File: src/rtl/hazard_pkg.sv
// hazard_pkg: shared constants and helpers for the hazard controller.
//   REG_ADDR_W : architectural register address width
//   NUM_REGS   : number of architectural registers
//   onehot32() : register address to one-hot mask; x0 always maps to zero
//                so it can never be marked pending or match a hazard.
package hazard_pkg;

    localparam int REG_ADDR_W = 5;
    localparam int NUM_REGS   = 32;

    function automatic logic [NUM_REGS-1:0] onehot32(input logic [REG_ADDR_W-1:0] addr);
        logic [NUM_REGS-1:0] m;
        m    = {{(NUM_REGS-1){1'b0}}, 1'b1} << addr;
        m[0] = 1'b0;
        return m;
    endfunction

endpackage

File: src/rtl/hazard_unit_reg_scoreboard.sv
// reg_scoreboard: pending-write tracker for multi-cycle (div / long-load) ops.
// Ports:
//   clk, rst          clock, synchronous active-high reset
//   lu_done, lu_rd    multi-cycle writeback this cycle and its destination
//   issue, issue_rd   a multi-cycle op leaves ID this cycle and its destination
//   rd_a1/a2/a3       lookup addresses (ID rs1, rs2, rd)
//   eff_a1/a2/a3      pending bit of each lookup, with this cycle's writeback
//                     already released (regfile writes through)
//   occ_full          number of multi-cycle ops in flight equals LONG_DEPTH
//   sb_busy           any register pending (registered state only)
module reg_scoreboard
    import hazard_pkg::*;
#(
    parameter int LONG_DEPTH = 2
) (
    input  logic                  clk,
    input  logic                  rst,
    input  logic                  lu_done,
    input  logic [REG_ADDR_W-1:0] lu_rd,
    input  logic                  issue,
    input  logic [REG_ADDR_W-1:0] issue_rd,
    input  logic [REG_ADDR_W-1:0] rd_a1,
    input  logic [REG_ADDR_W-1:0] rd_a2,
    input  logic [REG_ADDR_W-1:0] rd_a3,
    output logic                  eff_a1,
    output logic                  eff_a2,
    output logic                  eff_a3,
    output logic                  occ_full,
    output logic                  sb_busy
);

    // Wide enough for LONG_DEPTH up to 4.
    localparam int OCC_W = 3;

    logic [NUM_REGS-1:0] pending_q, pending_d;
    logic [OCC_W-1:0]    occ_q, occ_d;
    logic [NUM_REGS-1:0] clr_mask, set_mask, eff;
    logic                dec;

    always_comb begin
        clr_mask = lu_done ? onehot32(lu_rd) : '0;
        set_mask = issue ? onehot32(issue_rd) : '0;
        eff      = pending_q & ~clr_mask;
        // Set after clear: a new writer to the register just released stays pending.
        pending_d = eff | set_mask;
        // A stray writeback with nothing in flight must not wrap the counter.
        dec      = lu_done && (occ_q != '0);
        occ_d    = occ_q + OCC_W'(issue) - OCC_W'(dec);
    end

    assign eff_a1   = eff[rd_a1];
    assign eff_a2   = eff[rd_a2];
    assign eff_a3   = eff[rd_a3];
    assign occ_full = (occ_q == OCC_W'(LONG_DEPTH));
    assign sb_busy  = |pending_q;

    always_ff @(posedge clk) begin
        if (rst) begin
            pending_q <= '0;
            occ_q     <= '0;
        end else begin
            pending_q <= pending_d;
            occ_q     <= occ_d;
        end
    end

`ifndef SYNTHESIS
    always_ff @(posedge clk) begin
        if (!rst) begin
            assert (!(lu_done && occ_q == '0));
        end
    end
`endif

endmodule

File: src/rtl/hazard_unit.sv
// hazard_unit: ID-stage stall/flush controller for hazards operand bypassing
// cannot cover: load-use against ID/EX, RAW/WAW against in-flight multi-cycle
// results, multi-cycle unit occupancy, and taken-branch flush.
// All outputs are combinational from current state plus inputs.
// Optional feature macro HAZARD_STATS_EN adds saturating stall/flush counters.
// Ports:
//   clk, rst                    clock, synchronous active-high reset
//   id_valid                    ID holds a real instruction
//   id_rs1/id_rs2, id_use_rs*   ID sources and whether they are read
//   id_rd, id_regfile_we        ID destination and write enable
//   id_long                     ID instruction is a multi-cycle op
//   de_mem_read, de_rd          ID/EX holds a load and its destination
//   lu_done, lu_rd              multi-cycle writeback this cycle
//   ex_branch_taken             EX resolved a taken branch/jump
//   stall_pc, stall_fd          hold PC and IF/ID
//   flush_fd, flush_de          zero IF/ID, bubble into ID/EX
//   sb_busy                     any scoreboard entry pending
//   stall_cycles, flush_cycles  (HAZARD_STATS_EN only) event counters
module hazard_unit
    import hazard_pkg::*;
#(
    parameter int LONG_DEPTH = 2
) (
    input  logic                  clk,
    input  logic                  rst,
    input  logic                  id_valid,
    input  logic [REG_ADDR_W-1:0] id_rs1,
    input  logic [REG_ADDR_W-1:0] id_rs2,
    input  logic                  id_use_rs1,
    input  logic                  id_use_rs2,
    input  logic [REG_ADDR_W-1:0] id_rd,
    input  logic                  id_regfile_we,
    input  logic                  id_long,
    input  logic                  de_mem_read,
    input  logic [REG_ADDR_W-1:0] de_rd,
    input  logic                  lu_done,
    input  logic [REG_ADDR_W-1:0] lu_rd,
    input  logic                  ex_branch_taken,
    output logic                  stall_pc,
    output logic                  stall_fd,
    output logic                  flush_fd,
    output logic                  flush_de,
    output logic                  sb_busy
`ifdef HAZARD_STATS_EN
    ,
    output logic [31:0]           stall_cycles,
    output logic [31:0]           flush_cycles
`endif
);

    logic eff_rs1, eff_rs2, eff_rd, occ_full;
    logic load_use, raw, waw, struct_hz, hz, issue;

    reg_scoreboard #(
        .LONG_DEPTH (LONG_DEPTH)
    ) u_sb (
        .clk      (clk),
        .rst      (rst),
        .lu_done  (lu_done),
        .lu_rd    (lu_rd),
        .issue    (issue),
        .issue_rd (id_rd),
        .rd_a1    (id_rs1),
        .rd_a2    (id_rs2),
        .rd_a3    (id_rd),
        .eff_a1   (eff_rs1),
        .eff_a2   (eff_rs2),
        .eff_a3   (eff_rd),
        .occ_full (occ_full),
        .sb_busy  (sb_busy)
    );

    always_comb begin
        // x0 loads never interlock; scoreboard x0 is hard zero inside reg_scoreboard.
        load_use  = de_mem_read && (de_rd != '0) &&
                    ((id_use_rs1 && (de_rd == id_rs1)) || (id_use_rs2 && (de_rd == id_rs2)));
        raw       = (id_use_rs1 && eff_rs1) || (id_use_rs2 && eff_rs2);
        waw       = id_regfile_we && eff_rd;
        // A writeback this cycle frees a slot for the op waiting in ID.
        struct_hz = id_long && occ_full && !lu_done;
        hz        = id_valid && (load_use || raw || waw || struct_hz);
        issue     = id_valid && id_long && !hz && !ex_branch_taken;
    end

    always_comb begin
        stall_pc = 1'b0;
        stall_fd = 1'b0;
        flush_fd = 1'b0;
        flush_de = 1'b0;
        if (ex_branch_taken) begin
            // The branch kills whatever is in ID, so its hazards are moot.
            flush_fd = 1'b1;
            flush_de = 1'b1;
        end else if (hz) begin
            stall_pc = 1'b1;
            stall_fd = 1'b1;
            flush_de = 1'b1;
        end
    end

`ifdef HAZARD_STATS_EN
    logic [31:0] stall_cnt_q, stall_cnt_d;
    logic [31:0] flush_cnt_q, flush_cnt_d;

    always_comb begin
        stall_cnt_d = stall_cnt_q;
        flush_cnt_d = flush_cnt_q;
        if (stall_pc && (stall_cnt_q != 32'hFFFF_FFFF)) stall_cnt_d = stall_cnt_q + 32'd1;
        if (flush_fd && (flush_cnt_q != 32'hFFFF_FFFF)) flush_cnt_d = flush_cnt_q + 32'd1;
    end

    always_ff @(posedge clk) begin
        if (rst) begin
            stall_cnt_q <= '0;
            flush_cnt_q <= '0;
        end else begin
            stall_cnt_q <= stall_cnt_d;
            flush_cnt_q <= flush_cnt_d;
        end
    end

    assign stall_cycles = stall_cnt_q;
    assign flush_cycles = flush_cnt_q;
`endif

endmodule

File: config.mk
export PLATFORM = sky130hd
export DESIGN_NAME = hazard_unit
export DESIGN_NICKNAME = d
export VERILOG_FILES = /design/src/rtl/hazard_pkg.sv /design/src/rtl/hazard_unit_reg_scoreboard.sv /design/src/rtl/hazard_unit.sv
export SDC_FILE = /design/constraint.sdc
export NUM_CORES = 1
export LEC_CHECK = 0
export BUFFER_PORTS_ARGS = -buffer_cell sky130_fd_sc_hd__buf_2
export CORE_MARGIN = 2
export CORE_UTILIZATION = 59
export CTS_BUF_LIST = sky130_fd_sc_hd__clkbuf_4
export CTS_CLUSTER_SIZE = 12
export DETAILED_ROUTE_END_ITERATION = 8
export GPL_TIMING_DRIVEN = 0
export PLACE_DENSITY = 0.88
export SETUP_SLACK_MARGIN = 0.4
export SLEW_MARGIN = 0
export SYNTH_ARGS = -nofsm -noshare
export SYNTH_HDL_FRONTEND = slang
export SYNTH_HIERARCHICAL = 1
export SYNTH_SLANG_ARGS = --single-unit
File: constraint.sdc
create_clock -name clk -period 5.81 [get_ports clk]
set_clock_uncertainty 0.15 [all_clocks]
set_input_delay 1.162 -clock clk [delete_from_list [all_inputs] [get_ports clk]]
set_output_delay 1.162 -clock clk [all_outputs]
set_load 0.05 [all_outputs]
==> impl_metrics.toml <==
[status]
status = "finished, violations left"
violations = "design-rule violations"

[floorplanning]
rows = 24
die_area_um2 = 4910
die_x_um = 70.0
core-area_um2 = 4260
die_h_um = 70.0
io_pins = 40
start_util = 0.604

[cts]
insertion_delay_ps = 360
cts_buffers = 5
cts_tree = "yes"
clockBufferDepth = 2
ctsHoldBuffers = 0
htree_num_levels = 2
clkSinkCount = 34
cts-root-buf = "clkbuf_4"
clk_pin_slew_ps = 100

[detailed_routing]
antenna_left = 0
drtIter0Drc = 695
dr_wl_met2_um = 4300
drc = 6
avgViaCountPerCell = 7.41
met3_length_um = 1420
wl_um = 10000
drt-met1-wl_um = 3430
vias = 3476
routed.top_layer = "met4"
dr.pass1.iters = 9
wl_per_cell_um = 21.4

[cells_and_area]
fill_cells = 296
design_area_um2 = 3270
fin_nets = 454
final_common_cell = "nand2_1"
regArea_um2 = 681
n_antenna_cell = 0
multiInputGateArea_um2 = 1950
drive_gt1_frac = 0.259
area_growth_pct = 27.2
final_cell_mix = "54 x nand2_1, 38 x a21oi_1, 35 x buf_2"

[timing]
fmax_ghz = 0.183
slew_headroom = 0.528
hold_viol_final = 0
tns_ps = 0
grt_setup_unrepaired = "yes"
hold_ws_ps = 397
timing.final.ws_setup_ps = 333
tightest_slew_ps = 707
maxSlewViolCount = 0
min_period_ps = 5480
setup_violations = 0
fin_crit_sh = 0.943

[min_path]
worstHoldPathType = "flip-flop to flip-flop"

[synth]
yosys-top-cells-area = "dfxtp_1 26%, nand2_1 7.9%, a21oi_1 7.4%"
synth_cell_type_count = 55
seq_area_frac_synth = 0.264
synth_fp_nets = 389
yosys.area.top_type = "dfxtp_1"
synth_edf_count = 0
synth_area_um2 = 2570
ys.flop_type = "dfxtp_1"
synth-async-reset-ratio = 0
synth_top_cell_area_share = 0.264
syn_avg_cell_area_um2 = 7.33
synthCells = 351
ys_warn_count = 6
ys_ff_latch = 34

[grt]
antenna_found_initial = 0
grt_first_pass_wirelength_um = 13600
grt_start_max_net_pins = 12
track_usage = 0.348
grt-ovfl-total = 0
grt_pass1_vias = 2880

[setup_path]
crit_arrival_ps = 4160
startpoint_type = "input port"
critPathMaxFanout = 10
end_kind = "primary output"
worstPathRequired_ps = 4500
crit_type = "input port to primary output"
r2r_slack_ps = 2560

[placement]
hpwl_um = 6380
port_buffers = 38
placed_cell_area_um2 = 2830
gp_congestion = 0.989
dp_slack_ps = 291

[power]
ir_drop_v = 0.000213
cellLeakagePower_uw = 0.00117
pwr_density_cell_nw_per_um2 = 195
finalPower_uw = 639

[job]
max_cap_viol_count = 0
## flip-flops by register name (all words and copies together), names as in the netlist
| register | flops |
|---|---|
| u_sb/occ_q | 3 |
| u_sb/pending_q | 31 |
## final timing paths
| kind | cells after the start | startpoint | to |
|---|---|---|---|
| min | 2 | u_sb/pending_q[16] | u_sb/pending_q[16] |
| max | 14 | lu_rd[4] | stall_pc |
| min reg2reg | 2 | u_sb/pending_q[16] | u_sb/pending_q[16] |
| max reg2reg | 13 | u_sb/pending_q[9] | u_sb/occ_q[2] |
## per-stage QoR
step | utilization | cells
floorplan | - | 351
global placement | 0.663 | 441
detailed placement | 0.663 | 441
CTS | 0.695 | 451
global route | 0.768 | 469
finish | 0.768 | 469
## cells by family after synthesis
| kind of cell | count (synthesis) | share of synthesized area |
|---|---|---|
| AO/OA/AOI/OAI | 115 | 0.282 |
| XOR/XNOR | 12 | 0.0408 |
| adder cells (fa/ha/maj) | 3 | 0.0175 |
| buffers and inverters | 26 | 0.0438 |
| flip-flops | 34 | 0.264 |
| multiplexers | 5 | 0.0204 |
| AND/OR/NAND/NOR | 156 | 0.331 |
## worst max-delay path: stages
cell	delay, ps
buf_2	120
or2_1	250
clkbuf_4	220
o21ai_2	270
nor2_1	70
nor4_1	350
a221oi_1	180
a311o_1	340
a222oi_1	320
a21bo_2	260
a21o_1	160
and3b_1	170
buf_4	130
buf_8	140
## per-layer routing
| metal | up-vias | track usage |
|---|---|---|
| met5 | - | 0 |
| met4 | 0 | 0.182 |
| met3 | 116 | 0.0823 |
| met2 | 335 | 0.542 |
| met1 | 1562 | 0.446 |
| li1 | 1463 | - |
## where the power goes
part / internal, uW / switching (uW)
registers: 244 / 9.56
clock network: 89.0 / 85.3
logic: 93.2 / 118
## area by class of cell
cell class | instances | share of cell area
buffer | 19 | 0.0298
inverter | 7 | 0.00803
timing repair buffer | 58 | 0.116
clock buffer | 5 | 0.0115
multi-input combinational | 291 | 0.595
sequential | 34 | 0.208
clock inverter | 3 | 0.0122
tap | 52 | 0.0199
## synth_stat cells (all sizes together) (2+ instances only)
cell type / n
a21o: 2
a21oi: 38
a221oi: 2
a222oi: 2
a22o: 4
a22oi: 14
a32oi: 2
and3: 4
and3b: 4
buf: 6
clkbuf: 13
dfxtp: 34
ha: 2
inv: 7
mux2: 2
mux2i: 3
nand2: 54
nand2b: 5
nand3: 12
nand4: 10
nand4b: 3
nand4bb: 3
nor2: 14
nor2b: 10
nor3: 9
nor3b: 8
nor4: 9
nor4b: 3
o211ai: 3
o21ai: 32
o221ai: 2
o22ai: 3
o32a: 2
or4: 2
xnor2: 12
## repair_timing
action                     4_1_cts  5_1_grt
buffers inserted                 2       18
pin swaps                        2       13
gates resized for setup         11       46
gates cloned                     0        0
setup endpoints to repair        3        3
Power figures use the tool's default switching activity.
